**src/rtl/ram_2p_sync_init.sv**
```systemverilog
// Two-port register-file RAM: registered read with valid strobe, per-lane write mask,
// post-reset hardware clear. Define RAM_2P_BYPASS_EN for same-address write-to-read forwarding.

module ram_2p_sync_init_merge #(
  parameter int WIDTH = 72,
  parameter int GRAN  = 8,
  parameter int LANES = WIDTH / GRAN
) (
  input  logic [WIDTH-1:0] old_i,
  input  logic [WIDTH-1:0] new_i,
  input  logic [LANES-1:0] mask_i,
  output logic [WIDTH-1:0] merged_o
);
  for (genvar l = 0; l < LANES; l++) begin : g_lane
    assign merged_o[l*GRAN +: GRAN] = mask_i[l] ? new_i[l*GRAN +: GRAN] : old_i[l*GRAN +: GRAN];
  end
endmodule

module ram_2p_sync_init #(
  parameter int DEPTH     = 8,
  parameter int WIDTH     = 72,
  parameter int MASK_GRAN = 8,
  parameter int ADDR_W    = (DEPTH > 2) ? $clog2(DEPTH) : 1,
  parameter int LANES     = WIDTH / MASK_GRAN
) (
  input  logic              clock,
  input  logic              reset_n,
  input  logic [ADDR_W-1:0] R0_addr,
  input  logic              R0_en,
  output logic [WIDTH-1:0]  R0_data,
  output logic              R0_valid,
  input  logic [ADDR_W-1:0] W0_addr,
  input  logic              W0_en,
  input  logic [WIDTH-1:0]  W0_data,
  input  logic [LANES-1:0]  W0_mask,
  output logic              init_busy
);
  localparam logic [0:0] ST_INIT  = 1'b0;
  localparam logic [0:0] ST_READY = 1'b1;

  // One extra bit so the range check stays meaningful when DEPTH is a power of two.
  localparam logic [ADDR_W:0]   DEPTH_W  = (ADDR_W+1)'(DEPTH);
  localparam logic [ADDR_W-1:0] LAST_IDX = ADDR_W'(DEPTH - 1);

  logic [0:0]        state_q, state_d;
  logic [ADDR_W-1:0] clr_cnt_q, clr_cnt_d;
  logic [WIDTH-1:0]  R0_data_q, R0_data_d;
  logic              R0_valid_q, R0_valid_d;
  logic [WIDTH-1:0]  mem_q [DEPTH];

  logic              ready, wr_in_rng, rd_in_rng, wr_we;
  logic [WIDTH-1:0]  wr_old, wr_merged, rd_stored, rd_val;

  assign ready     = (state_q == ST_READY);
  assign wr_in_rng = ({1'b0, W0_addr} < DEPTH_W);
  assign rd_in_rng = ({1'b0, R0_addr} < DEPTH_W);
  assign wr_we     = ready & W0_en & wr_in_rng;
  assign wr_old    = wr_in_rng ? mem_q[W0_addr] : '0;
  assign rd_stored = rd_in_rng ? mem_q[R0_addr] : '0;

  ram_2p_sync_init_merge #(.WIDTH(WIDTH), .GRAN(MASK_GRAN), .LANES(LANES)) u_wmerge (
    .old_i    (wr_old),
    .new_i    (W0_data),
    .mask_i   (W0_mask),
    .merged_o (wr_merged)
  );

  always_comb begin
`ifdef RAM_2P_BYPASS_EN
    // Same-address collision: wr_old is the very entry being read, so the merge is the forwarded value.
    rd_val = (wr_we && (W0_addr == R0_addr)) ? wr_merged : rd_stored;
`else
    rd_val = rd_stored;
`endif
  end

  always_comb begin
    state_d   = state_q;
    clr_cnt_d = clr_cnt_q;
    if (state_q == ST_INIT) begin
      clr_cnt_d = clr_cnt_q + ADDR_W'(1);
      if (clr_cnt_q == LAST_IDX) begin
        state_d   = ST_READY;
        clr_cnt_d = '0;
      end
    end
    R0_valid_d = ready & R0_en;
    R0_data_d  = R0_valid_d ? rd_val : R0_data_q;
  end

  always_ff @(posedge clock or negedge reset_n) begin
    if (!reset_n) begin
      state_q    <= ST_INIT;
      clr_cnt_q  <= '0;
      R0_data_q  <= '0;
      R0_valid_q <= 1'b0;
    end else begin
      state_q    <= state_d;
      clr_cnt_q  <= clr_cnt_d;
      R0_data_q  <= R0_data_d;
      R0_valid_q <= R0_valid_d;
    end
  end

  // Storage has no reset; the clear sequencer zeroes it once reset releases.
  always_ff @(posedge clock) begin
    if (state_q == ST_INIT) mem_q[clr_cnt_q] <= '0;
    else if (wr_we)         mem_q[W0_addr]   <= wr_merged;
  end

  assign R0_data   = R0_data_q;
  assign R0_valid  = R0_valid_q;
  assign init_busy = (state_q == ST_INIT);
endmodule
```
**config.mk**
```make
export PLATFORM = sky130hd
export DESIGN_NAME = ram_2p_sync_init
export DESIGN_NICKNAME = d
export VERILOG_FILES = /design/src/rtl/ram_2p_sync_init.sv
export SDC_FILE = /design/constraint.sdc
export NUM_CORES = 1
export LEC_CHECK = 0
export CORE_MARGIN = 2
export CORE_UTILIZATION = 35
export CTS_CLUSTER_DIAMETER = 120
export DETAILED_ROUTE_END_ITERATION = 10
export RECOVER_POWER = 100
export SLEW_MARGIN = 20
export SYNTH_ARGS = -nofsm -noshare
export SYNTH_HDL_FRONTEND = slang
export SYNTH_HIERARCHICAL = 1
export SYNTH_SLANG_ARGS = --single-unit
```
**constraint.sdc**
```tcl
create_clock -name clock -period 4.2 [get_ports clock]
set_input_delay 1.26 -clock clock [delete_from_list [all_inputs] [get_ports clock]]
set_output_delay 1.26 -clock clock [all_outputs]
set_load 0.005 [all_outputs]
```
Yosys cells after proc, flatten, opt, wreduce, memory -nomap -nowiden:

Memory sizes are Yosys's and may differ from the RTL's. A register that Yosys moved wholly into a read port is not among the register bits.
Cells that the tools add are included.

* register bits: 5
* bits in writable memories: 576
* memories kept: 1
* bits of input ports: 91
* output and inout port bits: 74

* mux-type cells: 19
* add/subtract/negate cells: 1
* equality and inequality tests: 10
* reductions and logical operators: 11
* bitwise operators: 3

Memories
* mem_q: depth 8, bits a word 72, rd ports 1, clocked after memory_dff 1, write ports 1, line 49 `logic [WIDTH-1:0] mem_q [DEPTH];`

Operators with widths (count)
* 72-bit 2-to-1 mux: 1
* 8-bit 2-to-1 mux: 9
* 72-bit OR reduction: 1
* 2-bit AND reduction: 9
* 9-bit 2-to-1 mux: 1
* 1-bit inequality test, second input constant: 9
* 1-bit 2-to-1 mux: 6
* 3-bit 2-to-1 mux: 2
* 3-bit by 1-bit adder with 3-bit output, second input constant: 1
* 3-bit equality test, second input constant: 1
* 1-bit AND: 2
* 1-bit zero test: 1
* 1-bit inverter: 1

Depth between registers and ports, before layout:

Gate-level depths: netlist of run 1.

* word-level depth: 7
* depth in mapped cells: 6

Cells and area by module:

The synthesis of run 1 kept the hierarchy.

By module, submodules not included
* ram_2p_sync_init: cells an instance 1690, times used 1, area an instance 29647.2 µm²
* ram_2p_sync_init_merge: cells an instance 81, times used 1, area an instance 1182.4 µm²

Worst setup path before layout of run 1:

OpenSTA, ideal clock, no wires.

* path kind: input -> register
* from: input W0_addr[1]
* to: memory mem_q[2][0], enable pin
* arrival time: 4936 ps
* path buffers: 2
* path slack: -1239 ps
* cell stages on the path: 5
* data required time: 3697 ps
* library setup time: 503 ps
* path through: buf_2 > buf_2 > and4b_1 > a31oi_1 > nor2_1

* longest elaborated chain between the ends: 1

Ends and longest elaborated chain
* from (decl): line 32 `input logic [ADDR_W-1:0] W0_addr,`
* 3-bit 2-to-1 mux (no line)
* to (decl): line 49

No other way between the ends.

==> flow_summary.yaml, run 1 <==
power_and_ir_drop:
  p_per_area_nw_per_um2: 420
  max-vdd-ir-drop_uv: 259
  leakagePower_nw: 12.4
drt:
  wl_per_cell_um: 27.1
  dr.pass1.iters: 5
  ant_nets: 0
  vias: 17600
  drcViolationCount: 0
  initialDrtViolationCount: 1408
  vias_per_cell: 5.61
  wirelength_mm: 84.9
timing:
  rsz0062_at_grt: "no"
  finClkSkew_ps: 25.2
  hold_viol: 0
  layout_setup_ws_ps: 482
  slew_viol_final: 393
  setup_violations: 0
  tns_ps: 0
  timing.fmax_mhz: 269
  worstMarginPinSlew_ps: 1980
  layout_min_cycle_time_ps: 3720
  finalCritPeriodShare: 0.885
  whs_ps: 469
  slew_headroom: -0.317
global_routing:
  grt_max_degree: 73
  antenna_found_initial: 8
  grt_first_pass_wirelength_mm: 124
  grt_pass1_vias: 18900
  grt_usage: 0.186
  grt.overflow.total: 0
critical_path:
  reg2regPathDepth: 4
  critical_path_required_ps: 4530
  startpoint_type: "input pin"
  r2r_setup_slack_ps: 920
  critPathCapture: "mem_q[5][3]"
  cp_max_fo: 50
  cp_data_arrival_time_ps: 4040
  worstSetupEndpointType: "register"
  r2r_start: "ready"
  critPathLaunch: "W0_addr[1]"
  path_class: "in2reg"
  r2r_end: "mem_q[3][48]"
synth:
  syn_inst: 1771
  ys_types: 28
  netlist_area_um2: 30800
  synth_seq_cells: 653
  synth.avg_cell_area_um2: 17.4
  ys_seq_area_frac: 0.624
  synth_nets: 1864
  yosysWarningCount: 6
layout:
  fin_util: 0.411
  drive_gt1_frac: 0.268
  final_cell_area_um2: 35800
  nets: 2016
  area_growth_pct: 16.0
placement:
  pre_cts_ws_ps: 584
  port_buffers: 164
  placed_cell_area_um2: 34000
  dp_hpwl_mm: 47.0
  finalWeightedCongestion: 0.765
die:
  fp.dieH_um: 301
  initial_core_util: 0.354
  ioPinCount: 165
  core_area_um2: 87000
  dieArea_um2: 90500
  die_w_um: 301
  rows: 108
clocking:
  clk_pin_slew_worst_paths_ps: 60
  cts-hold-fix-buffers: 0
  h-tree-depth: 3
  postCtsSetupBuffers: 0
  cts_tree: "yes"
  root_buffer: "clkbuf_16"
  cts-resized-gates: 0
  cts.sinks: 653
  clk_latency_ps: 620
  cts_max_path_buffers: 3
  cts_buffers: 69
min_path:
  hp-class: "reg2reg"
status:
  outcome: "finished, violations left"
  violations: "capacitance limit, slew limit"
flow_run:
  maxCapViolCount: 11
## critical path: stages
cell      delay [ps]
buf_6            460
clkbuf_1        1010
mux4_2           440
mux2_2           280
mux2_1           290
and3_1           270
## cell usage in the layout, fill, tap and decap left out, types with 73 or more instances in the layout
cell / n
mux2_2: 217
nand2_1: 75
mux2_1: 73
dfrtp_1: 76
edfxtp_1: 576
mux2i_1: 144
mux4_2: 144
dlygate4sd3_1: 75
clkdlybuf4s50_1: 83
and3_1: 73
## synthesized netlist by cell type
master / n / share of area
nor2b_1: 1 / 0.00020
inv_1: 5 / 0.00061
or2_2: 1 / 0.00020
and3_1: 73 / 0.015
ha_1: 2 / 0.00081
and4_1: 1 / 0.00028
mux2i_1: 144 / 0.047
nand2_1: 76 / 0.0093
buf_6: 26 / 0.0095
a22o_1: 72 / 0.020
a21oi_1: 1 / 0.00016
buf_2: 28 / 0.0045
a31oi_1: 5 / 0.0010
o31ai_1: 72 / 0.018
edfxtp_1: 576 / 0.56
nor2_1: 10 / 0.0012
buf_4: 19 / 0.0046
nand2b_1: 1 / 0.00020
o21ai_0: 1 / 0.00016
mux2_2: 218 / 0.080
mux2_4: 72 / 0.035
and4b_1: 2 / 0.00065
nor4bb_1: 1 / 0.00032
buf_1: 7 / 0.00085
mux4_2: 144 / 0.11
o22ai_1: 72 / 0.015
dfrtp_1: 77 / 0.063
clkbuf_1: 64 / 0.0078
## report_power, final
group	internal (W)	leakage (nW)	switching (W)	total, W
registers	0.00732	6.23	0.000118	0.00744
clock network	0.00355	1.10	0.00254	0.00609
logic	0.000703	5.12	0.000781	0.00148
total	0.0116	12.4	0.00344	0.0150
## flip-flops by register name (all words and copies together), names as in the netlist
name / count
mem_q: 576
ready: 1
clr_cnt_q: 3
R0_valid: 1
R0_data: 72
## area by class of cell
cell class              count  area [um2]
well taps                1155        1450
inverters                   5        18.8
clock inverters            32         312
flip-flops and latches    653       19200
fillers                  7785       51300
clock buffers              95        1940
multi-input cells         969       10500
diodes                      2        5.00
repair buffers            225        2270
## worst min path at each step
| stage | startpoint | endpoint | cells after the start |
|---|---|---|---|
| after floorplan | R0_data[0] | R0_data[0] | 2 |
| after global placement | R0_data[19] | R0_data[19] | 2 |
| after detailed placement | R0_data[68] | R0_data[68] | 2 |
| after CTS | R0_data[68] | R0_data[68] | 2 |
| after global routing | R0_data[48] | R0_data[48] | 2 |
| final | R0_data[68] | R0_data[68] | 2 |
## cells by family (layout without fill, tap and decap cells)
kind of cell / Yosys count / count (layout) / share of synthesized area
AOI/OAI and AO/OA: 223 / 223 / 0.0539
DFF: 653 / 653 / 0.624
buffers and inverters: 149 / 357 / 0.0279
adders and majority gates: 2 / 2 / 0.000812
other: 0 / 2 / 0
muxes: 578 / 578 / 0.267
and+or+nand+nor: 166 / 166 / 0.0272
## per-stage QoR
step | total power (W) | std cells
2_1_floorplan | 0.00850 | 1771
3_3_place_gp | 0.00916 | 3007
3_5_place_dp | 0.00920 | 3007
4_1_cts | 0.0153 | 3134
5_1_grt | 0.0155 | 3134
6_report | 0.0150 | 3136
## layer usage
| metal | vias to the layer above | GRT usage | routed length, um | part of all wire |
|---|---|---|---|---|
| li1 | 7574 | - | - | - |
| met1 | 9309 | 0.259 | 36700 | 0.43 |
| met2 | 589 | 0.301 | 40800 | 0.48 |
| met3 | 123 | 0.0302 | 5530 | 0.065 |
| met4 | 6 | 0.0553 | 1730 | 0.020 |
| met5 | - | 0 | 41 | 0.00048 |
No activity file was read; power rests on OpenSTA's default activity.
==> run 2: changes to the inputs <==
--- a/config.mk
+++ b/config.mk
@@ -10,6 +10,7 @@
 export CTS_CLUSTER_DIAMETER = 120
 export DETAILED_ROUTE_END_ITERATION = 10
 export RECOVER_POWER = 100
+export SKIP_LAST_GASP = 1
 export SLEW_MARGIN = 20
 export SYNTH_ARGS = -nofsm -noshare
 export SYNTH_HDL_FRONTEND = slang
==> results of run 2 <==
No change in the layout: final DEF, timing and power equal those of run 1.
==> run 3: changes to the inputs <==
--- a/config.mk
+++ b/config.mk
@@ -5,6 +5,7 @@
 export SDC_FILE = /design/constraint.sdc
 export NUM_CORES = 1
 export LEC_CHECK = 0
+export CAP_MARGIN = 20
 export CORE_MARGIN = 2
 export CORE_UTILIZATION = 35
 export CTS_CLUSTER_DIAMETER = 120
==> results of run 3 <==
No change in the layout: final DEF, timing and power equal those of run 1.
